`src/rtl/uart_rx_sample_timer.sv`:
```
// rtl/uart_rx_sample_timer.sv - UART receive bit-timing engine: start detect, oversample counting, voted sample strobes
module uart_rx_sample_timer #(
  parameter int OVERSAMPLE   = 16,
  parameter int SAMPLE_POINT = OVERSAMPLE / 2,
  parameter int MAJORITY     = 1,
  parameter int FRAME_BITS   = 10
) (
  input  logic                          clk_i,
  input  logic                          rst_i,
  input  logic                          en_i,
  input  logic                          tick_i,
  input  logic                          rxd_i,
  output logic                          sample_o,
  output logic                          bit_o,
  output logic [$clog2(FRAME_BITS)-1:0] bit_idx_o,
  output logic                          busy_o,
  output logic                          frame_done_o,
  output logic                          start_err_o,
  output logic                          stop_err_o
);

  localparam int OSW = $clog2(OVERSAMPLE);
  localparam int BW  = $clog2(FRAME_BITS);

  localparam logic [OSW-1:0] OS_ONE   = OSW'(1);
  localparam logic [OSW-1:0] OS_LAST  = OSW'(OVERSAMPLE - 1);
  localparam logic [OSW-1:0] V0_PT    = OSW'(SAMPLE_POINT - 1);
  localparam logic [OSW-1:0] V1_PT    = OSW'(SAMPLE_POINT);
  localparam logic [OSW-1:0] DEC_PT   = OSW'(SAMPLE_POINT + MAJORITY);
  localparam logic [BW-1:0]  BIT_ONE  = BW'(1);
  localparam logic [BW-1:0]  STOP_IDX = BW'(FRAME_BITS - 1);
  localparam bit             USE_VOTE = (MAJORITY != 0);

  typedef enum logic {IDLE, RUN} state_t;

  state_t         state_q, state_d;
  logic [OSW-1:0] os_q, os_d, os_adv;
  logic [BW-1:0]  bit_q, bit_d, bit_adv;
  logic [1:0]     vote_q, vote_d;
  logic [BW-1:0]  idx_d;
  logic           sample_d, bitv_d, done_d, serr_d, perr_d, result;

  always_comb begin
    state_d  = state_q;
    os_d     = os_q;
    bit_d    = bit_q;
    vote_d   = vote_q;
    sample_d = 1'b0;
    bitv_d   = bit_o;
    idx_d    = bit_idx_o;
    done_d   = 1'b0;
    serr_d   = 1'b0;
    perr_d   = 1'b0;

    // os_adv/bit_adv name the position of the tick arriving now
    os_adv  = (os_q == OS_LAST) ? '0 : os_q + OS_ONE;
    bit_adv = (os_q == OS_LAST) ? bit_q + BIT_ONE : bit_q;

    if (USE_VOTE)
      result = (vote_q[0] & vote_q[1]) | (vote_q[0] & rxd_i) | (vote_q[1] & rxd_i);
    else
      result = rxd_i;

    case (state_q)
      IDLE: begin
        if (tick_i && !rxd_i) begin
          state_d = RUN;
          os_d    = '0;
          bit_d   = '0;
          vote_d  = '0;
        end
      end
      RUN: begin
        if (tick_i) begin
          os_d  = os_adv;
          bit_d = bit_adv;
          if (os_adv == V0_PT) vote_d[0] = rxd_i;
          if (os_adv == V1_PT) vote_d[1] = rxd_i;
          if (os_adv == DEC_PT) begin
            sample_d = 1'b1;
            bitv_d   = result;
            idx_d    = bit_adv;
            if (bit_adv == '0 && result) begin
              serr_d  = 1'b1;
              state_d = IDLE;
            end else if (bit_adv == STOP_IDX) begin
              // leave at the stop-bit decision so the next start edge is seen on the next tick
              done_d  = 1'b1;
              perr_d  = ~result;
              state_d = IDLE;
            end
            if (state_d == IDLE) begin
              os_d  = '0;
              bit_d = '0;
            end
          end
        end
      end
      default: state_d = IDLE;
    endcase
  end

  always_ff @(posedge clk_i) begin
    if (rst_i || !en_i) begin
      state_q      <= IDLE;
      os_q         <= '0;
      bit_q        <= '0;
      vote_q       <= '0;
      sample_o     <= 1'b0;
      bit_o        <= 1'b0;
      bit_idx_o    <= '0;
      busy_o       <= 1'b0;
      frame_done_o <= 1'b0;
      start_err_o  <= 1'b0;
      stop_err_o   <= 1'b0;
    end else begin
      state_q      <= state_d;
      os_q         <= os_d;
      bit_q        <= bit_d;
      vote_q       <= vote_d;
      sample_o     <= sample_d;
      bit_o        <= bitv_d;
      bit_idx_o    <= idx_d;
      busy_o       <= (state_d == RUN);
      frame_done_o <= done_d;
      start_err_o  <= serr_d;
      stop_err_o   <= perr_d;
    end
  end

endmodule

```
`config.mk`:
```
export PLATFORM = sky130hd
export DESIGN_NAME = uart_rx_sample_timer
export DESIGN_NICKNAME = d
export VERILOG_FILES = /design/src/rtl/uart_rx_sample_timer.sv
export SDC_FILE = /design/constraint.sdc
export NUM_CORES = 1
export LEC_CHECK = 0
export ABC_AREA = 1
export CAP_MARGIN = 20
export CORE_ASPECT_RATIO = 1.5
export CORE_MARGIN = 8
export CORE_UTILIZATION = 52
export CTS_CLUSTER_DIAMETER = 80
export CTS_CLUSTER_SIZE = 16
export DETAILED_ROUTE_END_ITERATION = 10
export GPL_TIMING_DRIVEN = 0
export PLACE_DENSITY = 0.77
export SLEW_MARGIN = 20
export SYNTH_ARGS = -nofsm -noshare
export SYNTH_HDL_FRONTEND = slang
export SYNTH_SLANG_ARGS = --single-unit
export TNS_END_PERCENT = 10
```
`constraint.sdc`:
```
create_clock -name clk_i -period 2.1 [get_ports clk_i]
set_input_delay 0.21 -clock clk_i [delete_from_list [all_inputs] [get_ports clk_i]]
set_output_delay 0.21 -clock clk_i [all_outputs]
set_load 0.02 [all_outputs]
```
==> reports/qor.csv, run 1 <==
metric;value;unit
synth_top_family_by_area;simple AND/OR/NAND/NOR gates;
syn_area;0.001066;sq mm
wl;2171;um
clockBufferDepth;2;
grt_first_pass_wirelength;3801;um
post_cts_resized;0;
cp.required;2.32;ns
final-hold-violation-count;0;
synthCells;156;
synth_nets;166;
cts_setup_buffers;0;
core;0.001977;sq mm
finalSetupViolCount;0;
cp-end-kind;flop;
fin_ws;0.3074;ns
setup.worst_path.class;flop to flop;
drc;0;
synth_xor_area_share;0;%
hp-start;bit_idx_o[2];
final_common_cell;nand2_1;
grt_pass1_vias;936;
maxCapViolations;0;
cp-start-kind;flop;
syn_to_final_growth;19.13;%
initial_core_util;53.92;%
fin_setup_tns;0;ns
antenna_found_initial;0;
ys_types;21;
cts-root-buf;clkbuf_4;
hold_path_depth;2;
syn_area_per_cell;6.833;sq um
num_io_pins;15;
slew_headroom;75.47;%
ir_worst_vdd;0.4250;mV
final_cell_mix;nand2_1, dfxtp_1, inv_1, nor2_1, clkdlybuf4s50_1;
period_needed;1.793;ns
synth-seq-cells;20;
clock_sinks;20;
path_cells;ha_1 -> nand2_2 -> inv_1 -> o21ai_1 -> o21ai_2 -> nor3_2 -> nand2_1 -> o21ai_0 -> nor2_1;
globalplace.congestion;0.8737;
hpwlAfterDp;1750;um
clock_latency;0.31;ns
fill_cells;185;
pwr_density_cell;511.6;mW/mm^2
pre_cts_ws;0.2480;ns
cts_buffers;3;
routed_via_density;5.112;
slowest_delay;0.38;ns
p_leak;0.0005359;uW
nNetsFinal;185;
hold_path_end;bit_idx_o[2];
cp_num_buf_inv;1;
ant_nets;0;
r2r_end;bit_idx_o[0];
crit_fanout;6;
die_height;71.45;um
fin_util;64.24;%
path_clk_slew;0.12;ns
num_rows;20;
drive_gt1_share;13.79;%
drt-initial-drc-count;33;
hold_buffers;0;
htree_num_levels;1;
port_buffers;14;
period_share;85.36;%
slew_violations;0;
wl_per_cell;11.08;um
rsz0062_at_grt;no;
clock.fmax;557.9;MHz
worstMarginPinSlew;0.3642;ns
reg2regPathDepth;9;
rr_startpoint;os_q[0];
grt_usage;12.74;%
ys_warn_count;0;
worst_ep_arrival_time;2.01;ns
run_status;finished clean;
vias;1002;
overflow;0;
antenna_cells;0;
synth_mux_area_share;0;%
dieArea;0.003785;sq mm
synth_compound_area_share;9.742;%
grt_max_degree;12;
hold_path_class;flop to flop;
yosys.area_share.simple;38.97;%
crit_slowest_cell;dfxtp_1;
synth.yosys.seq_area_share;37.56;%
fp.dieW;52.97;um
drt-pass1-iter-count;4;
synth_fa_ha_area_share;5.869;%
r2r_slack;0.31;ns
crit_family;simple AND/OR/NAND/NOR gates;
skew;0.006147;ns
cts_tree;done;
## logic make-up (layout without fill, tap and decap cells)
group                    Yosys count  after routing
adder cells (fa/ha/maj)            5              5
buffers and inverters             22             40
AO/OA/AOI/OAI                     20             20
AND/OR/NAND/NOR                   89             89
flip-flops                        20             20
## synthesized netlist by cell type, drive strengths merged
library cell,n,area (sq um)
nand2,54,222.7
nand4,3,25.02
clkinv,1,3.750
buf,1,5.000
nor2,22,107.6
inv,20,75.07
ha,5,62.56
nor3,2,15.01
dfxtp,20,400.4
a21oi,13,65.06
o21ai,7,38.79
nand3,8,45.04
## registers in the layout (all words and copies together), names as in the netlist
name,flops
bit_q,4
vote_q,2
start_err_o,1
state_q,1
bit_idx_o,4
bit_o,1
stop_err_o,1
frame_done_o,1
os_q,4
sample_o,1
## final cells by class
cell class | instances | area, sq um | area share (%)
inverter | 21 | 78.83 | 6.207
clock buffer | 4 | 36.28 | 2.857
timing repair buffer | 14 | 140.1 | 11.03
buffer | 1 | 5.005 | 0.3941
sequential | 20 | 400.4 | 31.53
tap | 22 | 27.53 | 2.167
multi-input combinational | 114 | 581.8 | 45.81
## per-stage QoR
stage	cell area [sq um]	instances	hold slack (ns)	power (uW)
3_3_place_gp	1234	192	0.4540	428.6
3_5_place_dp	1234	192	0.4587	429.7
6_report	1270	196	0.4730	649.7
4_1_cts	1270	196	0.4756	662.3
5_1_grt	1270	196	0.5142	681.2
2_1_floorplan	1066	156	0.4367	413.9
## how the worst max path moves through the flow
stage	depth (start not counted)	startpoint	end
after floorplan	9	os_q[0]	bit_idx_o[0]
after global placement	7	tick_i	vote_q[0]
after detailed placement	7	tick_i	vote_q[1]
after CTS	9	os_q[0]	bit_idx_o[0]
after global routing	9	os_q[0]	bit_idx_o[0]
final	9	os_q[0]	bit_idx_o[0]
## worst reg2reg max path: stages, from the launching register on
cell and delay (ns):
dfxtp_1 0.38, ha_1 0.29, nand2_2 0.12, inv_1 0.07, o21ai_1 0.15, o21ai_2 0.12
nor3_2 0.16, nand2_1 0.16, o21ai_0 0.21, nor2_1 0.05
## metal layers
metal	GRT usage [%]	vias to the layer above	routed length (um)
li1	-	528	-
met1	13.54	455	893
met2	21.99	14	1136
met3	2.484	5	95
met4	6.936	0	45
met5	0	-	0
## where the power goes
group	internal (uW)	switching [uW]
Sequential	381	1.88
Clock	106	123
Combinational	15.0	22.6
Total	502	147
(Power assumes the default switching activity.)
==> run 2: changes to the inputs <==
- ABC_AREA: 1 -> not set
- CORE_UTILIZATION: 52 -> 54
- PLACE_DENSITY: 0.77 -> 0.78
==> reports/qor.csv, run 2 <==
metric;value;unit;change
run_status;finished clean;;unchanged
path_cells;ha_4 -> buf_6 -> nor3b_1 -> a31oi_1 -> or3b_1 -> buf_2 -> or3_4 -> nor3b_2;;was ha_1 -> nand2_2 -> inv_1 -> o21ai_1 -> o21ai_2 -> nor3_2 -> nand2_1 -> o21ai_0 -> nor2_1
yosys-top-cells-area;dfxtp_1, ha_1, mux2i_1;;was dfxtp_1, nand2_1, inv_1
ys.flop_type;dfxtp_1;;unchanged
pwr_density_cell;398.2;mW/mm^2;was 511.6 mW/mm^2
synth.cells.most_frequent;dfxtp_1, nand2_1, nor2_1, nor3_1, nand3_1;;was nand2_1, dfxtp_1, inv_1, nor2_1, a21oi_1
fp.dieW;54.09;um;was 52.97 um
drive_gt1_share;22.70;%;was 13.79%
grt_max_degree;11;;was 12
wl;2930;um;was 2171 um
fin_util;73.29;%;was 64.24%
cts_buffers;3;;unchanged
worstMarginPinSlew;0.6130;ns;was 0.3642 ns
syn_area_per_cell;8.514;sq um;was 6.833 sq um
dp.cells;174;;was 192
drc;0;;unchanged
ir_worst_vdd;0.2974;mV;was 0.4250 mV
drt-initial-drc-count;43;;was 33
wl_met3;114;um;was 95 um
num_rows;20;;unchanged
slew_violations;0;;unchanged
grt_usage;15.59;%;was 12.74%
cts_tree;done;;unchanged
routed_via_density;5.897;;was 5.112
ys_warn_count;0;;unchanged
cts-root-buf;clkbuf_4;;unchanged
p_leak;0.0005533;uW;was 0.0005359 uW
finalSetupViolCount;0;;unchanged
clock_latency;0.31;ns;about the same
synth-seq-cells;20;;unchanged
initial_core_util;57.26;%;was 53.92%
port_buffers;14;;unchanged
clockBufferDepth;2;;unchanged
wl_met1;1221;um;was 893 um
clock.fmax;482.8;MHz;was 557.9 MHz
placed_area;0.001348;sq mm;was 0.001234 sq mm
wl_per_cell;15.84;um;was 11.08 um
syn_area;0.001175;sq mm;was 0.001066 sq mm
ant_nets;0;;unchanged
final_common_cell;dfxtp_1;;was nand2_1
final_cell_area;0.001504;sq mm;was 0.001270 sq mm
globalplace.congestion;0.8608;;was 0.8737
antenna_cells;0;;unchanged
period_share;98.63;%;was 85.36%
final-hold-violation-count;0;;unchanged
htree_num_levels;1;;unchanged
path_clk_slew;0.11;ns;was 0.12 ns
crit_fanout;9;;was 6
syn_to_final_growth;28.01;%;was 19.13%
yosysMostFrequentCell;dfxtp_1;;was nand2_1
maxCapViolations;0;;unchanged
cp_num_buf_inv;2;;was 1
netlist.area_leader.share;34.08;%;was 37.56%
setup.worst_path.class;flop to flop;;unchanged
crit_slowest_cell;dfxtp_4;;was dfxtp_1
cp-end-kind;flop;;unchanged
slowest_delay;0.37;ns;was 0.38 ns
vias;1091;;was 1,002
grt_pass1_vias;1069;;was 936
core;0.002052;sq mm;was 0.001977 sq mm
die_height;73.13;um;was 71.45 um
pre_cts_ws;-0.1638;ns;was 0.2480 ns
synth_area_leader_cell;dfxtp_1;;unchanged
antenna_found_initial;0;;unchanged
grt_first_pass_wirelength;4761;um;was 3801 um
overflow;0;;unchanged
synthCells;138;;was 156
rsz0062_at_grt;yes;;was no
cp-start-kind;flop;;unchanged
r2r_slack;0.03;ns;was 0.31 ns
synth-edff-count;0;;unchanged
skew;0.005826;ns;was 0.006147 ns
p_total;598.8;uW;was 649.7 uW
top_layer;met4;;unchanged
clock_sinks;20;;unchanged
nNetsFinal;175;;was 185
crit_family;simple AND/OR/NAND/NOR gates;;unchanged
period_needed;2.071;ns;was 1.793 ns
num_io_pins;15;;unchanged
dr_wl_met2;1553;um;was 1136 um
hpwlAfterDp;1911;um;was 1750 um
top_regs;bit_idx_o: 4 flops, bit_q: 4 flops, os_q: 4 flops;;unchanged
slew_headroom;58.70;%;was 75.47%
synth_nets;148;;was 166
dieArea;0.003955;sq mm;was 0.003785 sq mm
cp.required;2.35;ns;was 2.32 ns
ys_types;43;;was 21
final_cell_mix;dfxtp_1, clkdlybuf4s50_1, nand2_1, nor2_1, buf_4;;was nand2_1, dfxtp_1, inv_1, nor2_1, clkdlybuf4s50_1
hold_path_class;flop to flop;;unchanged
synth.yosys.seq_area_share;34.08;%;was 37.56%
drt-pass1-iter-count;4;;unchanged
synthArstFlopShare;0;%;unchanged
fin_ws;0.02870;ns;was 0.3074 ns
worst_ep_arrival_time;2.32;ns;was 2.01 ns
fin_cells;185;;was 196
[run 2: cell types whose count changed after synthesis, moves of 5 or more]
cell	before	now
a21oi_1	13	4
nand2_2	8	0
mux2i_1	0	5
inv_1	19	4
nor3_1	1	8
nand2_1	46	13
[run 2: where the power goes]
part           switching (uW)  internal, uW
Clock                     120          67.1
Sequential              0.901           378
Combinational            20.3          12.6
Total                     142           457
[run 2: path summary, 6_finish.rpt]
path	from	endpoint	cells past startpoint
setup / recovery	os_q[1]	start_err_o	8
hold / removal	bit_idx_o[1]	bit_idx_o[1]	2
setup reg to reg	os_q[1]	start_err_o	8
hold reg to reg	bit_idx_o[1]	bit_idx_o[1]	2
[run 2: final cells by class]
cell class | instances | area (sq um)
flip-flops and latches | 20 | 409.1
multi-input cells | 103 | 762.0
inverters | 4 | 15.01
plain buffers | 9 | 52.55
repair buffers | 24 | 215.2
clock buffers | 3 | 22.52
well taps | 22 | 27.53
fillers | 168 | 548.0
[run 2: layer usage]
metal | track usage [%] | up-vias
met4 | 5.769 | 0
met2 | 27.94 | 23
met5 | 0 | -
met3 | 2.857 | 5
met1 | 17.02 | 520
li1 | - | 543
[run 2: worst register-to-register path: cells and delay by family (launching register included)]
family,cells,cell delay (ns)
buf+inv,2,0.31
flops,1,0.37
compound gates,1,0.07
simple gates,4,1.11
fa+ha+maj,1,0.15
[run 2: stage by stage]
step,setup TNS (ns),hold WS [ns]
floorplan,-0.03987,0.4012
global placement,-0.2671,0.4425
detailed placement,-0.3798,0.4435
CTS,0,0.4586
global route,-0.01744,0.4949
finish,0,0.4718
[run 2: cell families (layout without fill, tap and decap cells)]
family                   count (synthesis)  in the layout  share of synthesized area [%]
AND/OR/NAND/NOR                         62             62                          28.22
AO/OA/AOI/OAI                           23             23                          14.27
flip-flops                              20             20                          34.08
buffers and inverters                   15             40                          7.027
multiplexers                             7              7                          6.496
adder cells (fa/ha/maj)                  6              6                          6.177
XOR/XNOR                                 5              5                          3.727
[run 2: repair_timing]
item / 4_1_cts / 5_1_grt
resized for setup: 9 / 6
hold buffers: 0 / 0
buffers inserted: 9 / 1
hold endpoints to repair: 0 / 0
pin swaps: 3 / 4
endpoints found under the setup margin: 6 / 3
==> run 3: changes to the inputs <==
- CORE_ASPECT_RATIO: 1.5 -> 0.7
==> reports/qor.csv, run 3 (synthesis gave the netlist of run 2 again) <==
metric;value;unit;change
hold_path_depth;2;;unchanged
skew;0.005515;ns;was 0.005826 ns
fin_setup_tns;0;ns;unchanged
drive_gt1_share;21.12;%;was 22.70%
wl_per_cell;16.47;um;was 15.84 um
final-hold-violation-count;0;;unchanged
clock_latency;0.31;ns;about the same
drt-pass1-iter-count;5;;was 4
initial_core_util;55.89;%;was 57.26%
grt_usage;15.57;%;was 15.59%
globalplace.congestion;0.9028;;was 0.8608
setup.worst_path.class;flop to flop;;unchanged
num_rows;14;;was 20
slew_violations;0;;unchanged
rsz0062_at_grt;no;;was yes
p_leak;0.0005483;uW;was 0.0005533 uW
pre_cts_ws;-0.1815;ns;was -0.1638 ns
worst_ep_arrival_time;2.27;ns;was 2.32 ns
path_clk_slew;0.12;ns;was 0.11 ns
cts_buffers;3;;unchanged
grt_first_pass_wirelength;4733;um;was 4761 um
pwr-share-clk;36.3;%;was 31.3%
placed_area;0.001350;sq mm;was 0.001348 sq mm
hold_buffers;0;;unchanged
sw_frac_of_total;23.11;%;was 23.64%
final_cell_area;0.001484;sq mm;was 0.001504 sq mm
period_share;96.03;%;was 98.63%
whs;0.4812;ns;was 0.4718 ns
final_common_cell;dfxtp_1;;unchanged
cp.required;2.35;ns;about the same
clock_sinks;20;;unchanged
syn_to_final_growth;26.30;%;was 28.01%
slew_headroom;58.55;%;was 58.70%
finalSetupViolCount;0;;unchanged
grt_pass1_vias;1046;;was 1,069
p_sw;149.1;uW;was 141.6 uW
reg2regPathDepth;7;;was 8
drt-initial-drc-count;89;;was 43
cp-start-kind;flop;;unchanged
cp-end-kind;flop;;unchanged
clockBufferDepth;2;;unchanged
maxCapViolations;0;;unchanged
fin_ws;0.08330;ns;was 0.02870 ns
hpwlAfterDp;2039;um;was 1911 um
wl;3047;um;was 2930 um
crit_fanout;9;;unchanged
comb_power_share;5.0;%;was 5.5%
nNetsFinal;172;;was 175
antenna_cells;0;;unchanged
ant_nets;0;;unchanged
drc;0;;unchanged
seqPwrFrac;58.7;%;was 63.2%
clock.fmax;495.9;MHz;was 482.8 MHz
grt_max_degree;12;;was 11
cts-root-buf;clkbuf_4;;unchanged
overflow;0;;unchanged
htree_num_levels;1;;unchanged
core;0.002102;sq mm;was 0.002052 sq mm
run_status;finished clean;;unchanged
ir_worst_vdd;0.4698;mV;was 0.2974 mV
final_cell_mix;dfxtp_1, clkdlybuf4s50_1, nand2_1, nor2_1, buf_4;;unchanged
vias;1086;;was 1,091
period_needed;2.017;ns;was 2.071 ns
die_height;55.03;um;was 73.13 um
internal-power;496.2;uW;was 457.2 uW
p_total;645.4;uW;was 598.8 uW
port_buffers;14;;unchanged
worstMarginPinSlew;0.6153;ns;was 0.6130 ns
cts_tree;done;;unchanged
num_io_pins;15;;unchanged
antenna_found_initial;0;;unchanged
top_regs;bit_idx_o: 4 flops, bit_q: 4 flops, os_q: 4 flops;;unchanged
pwr_density_cell;434.9;mW/mm^2;was 398.2 mW/mm^2
routed_via_density;5.870;;was 5.897
hold_path_class;flop to flop;;unchanged
fp.dieW;71.75;um;was 54.09 um
dieArea;0.003948;sq mm;was 0.003955 sq mm
## run 3: cell types whose count changed in the layout (fill, tap and decap cells not counted)
| cell | before | now |
|---|---|---|
| a21oi_2 | 1 | 0 |
| nor3_2 | 2 | 3 |
| clkbuf_4 | 3 | 4 |
| nor4_4 | 1 | 0 |
| buf_4 | 10 | 7 |
| nor4_2 | 0 | 1 |
| buf_2 | 3 | 1 |
| nand3_4 | 1 | 0 |
| clkbuf_1 | 3 | 4 |
| nand3_2 | 0 | 1 |
| nor3_1 | 6 | 5 |
| clkbuf_8 | 0 | 1 |
| a21oi_1 | 3 | 4 |
## run 3: stage by stage
stage | cells | util [%]
6_report | 185 | 70.60
5_1_grt | 185 | 70.60
4_1_cts | 186 | 69.05
3_5_place_dp | 176 | 64.23
3_3_place_gp | 176 | 64.23
2_1_floorplan | 138 | -
## run 3: repair_timing
action	4_1_cts	5_1_grt
buffers inserted	7	0
gates resized for setup	6	10
pin swaps	2	2
endpoints found under the setup margin	6	5
## run 3: path summary, 6_finish.rpt
path,start,to,slack (ns)
max reg2reg,os_q[1],start_err_o,0.08
min reg2reg,bit_idx_o[1],bit_idx_o[1],0.48
max,os_q[1],start_err_o,0.08
min,bit_idx_o[1],bit_idx_o[1],0.48
## run 3: area by class of cell
cell class	count	area, sq um
Tap cell	24	30.03
Fill cell	177	618.1
Inverter	4	15.01
Multi-Input combinational cell	103	747.0
Buffer	9	53.80
Clock buffer	4	36.28
Timing Repair Buffer	21	192.7
Sequential cell	20	409.1
## run 3: worst max-delay path, stage by stage (launching register included)
cell	delay, ns
dfxtp_4	0.38
buf_4	0.14
and3_1	0.19
a31oi_2	0.11
or3b_1	0.43
buf_6	0.17
or3_4	0.36
nor3b_2	0.17
## run 3: per-layer routing
metal	vias to the layer above	track usage [%]	routed length (um)
met1	507	18.15	1376
met3	6	4.856	177
met2	39	26.96	1437
met5	-	0	0
li1	534	-	-
met4	0	6.061	55
## run 3: power by group through the flow
stage	Clock [uW]	Combinational (uW)	Sequential [uW]
after global placement	0	30.8	390
after floorplan	0	15.3	390
after CTS	237	32.2	379
final	234	32.4	379
after detailed placement	0	31.6	390
after global routing	252	34.9	379
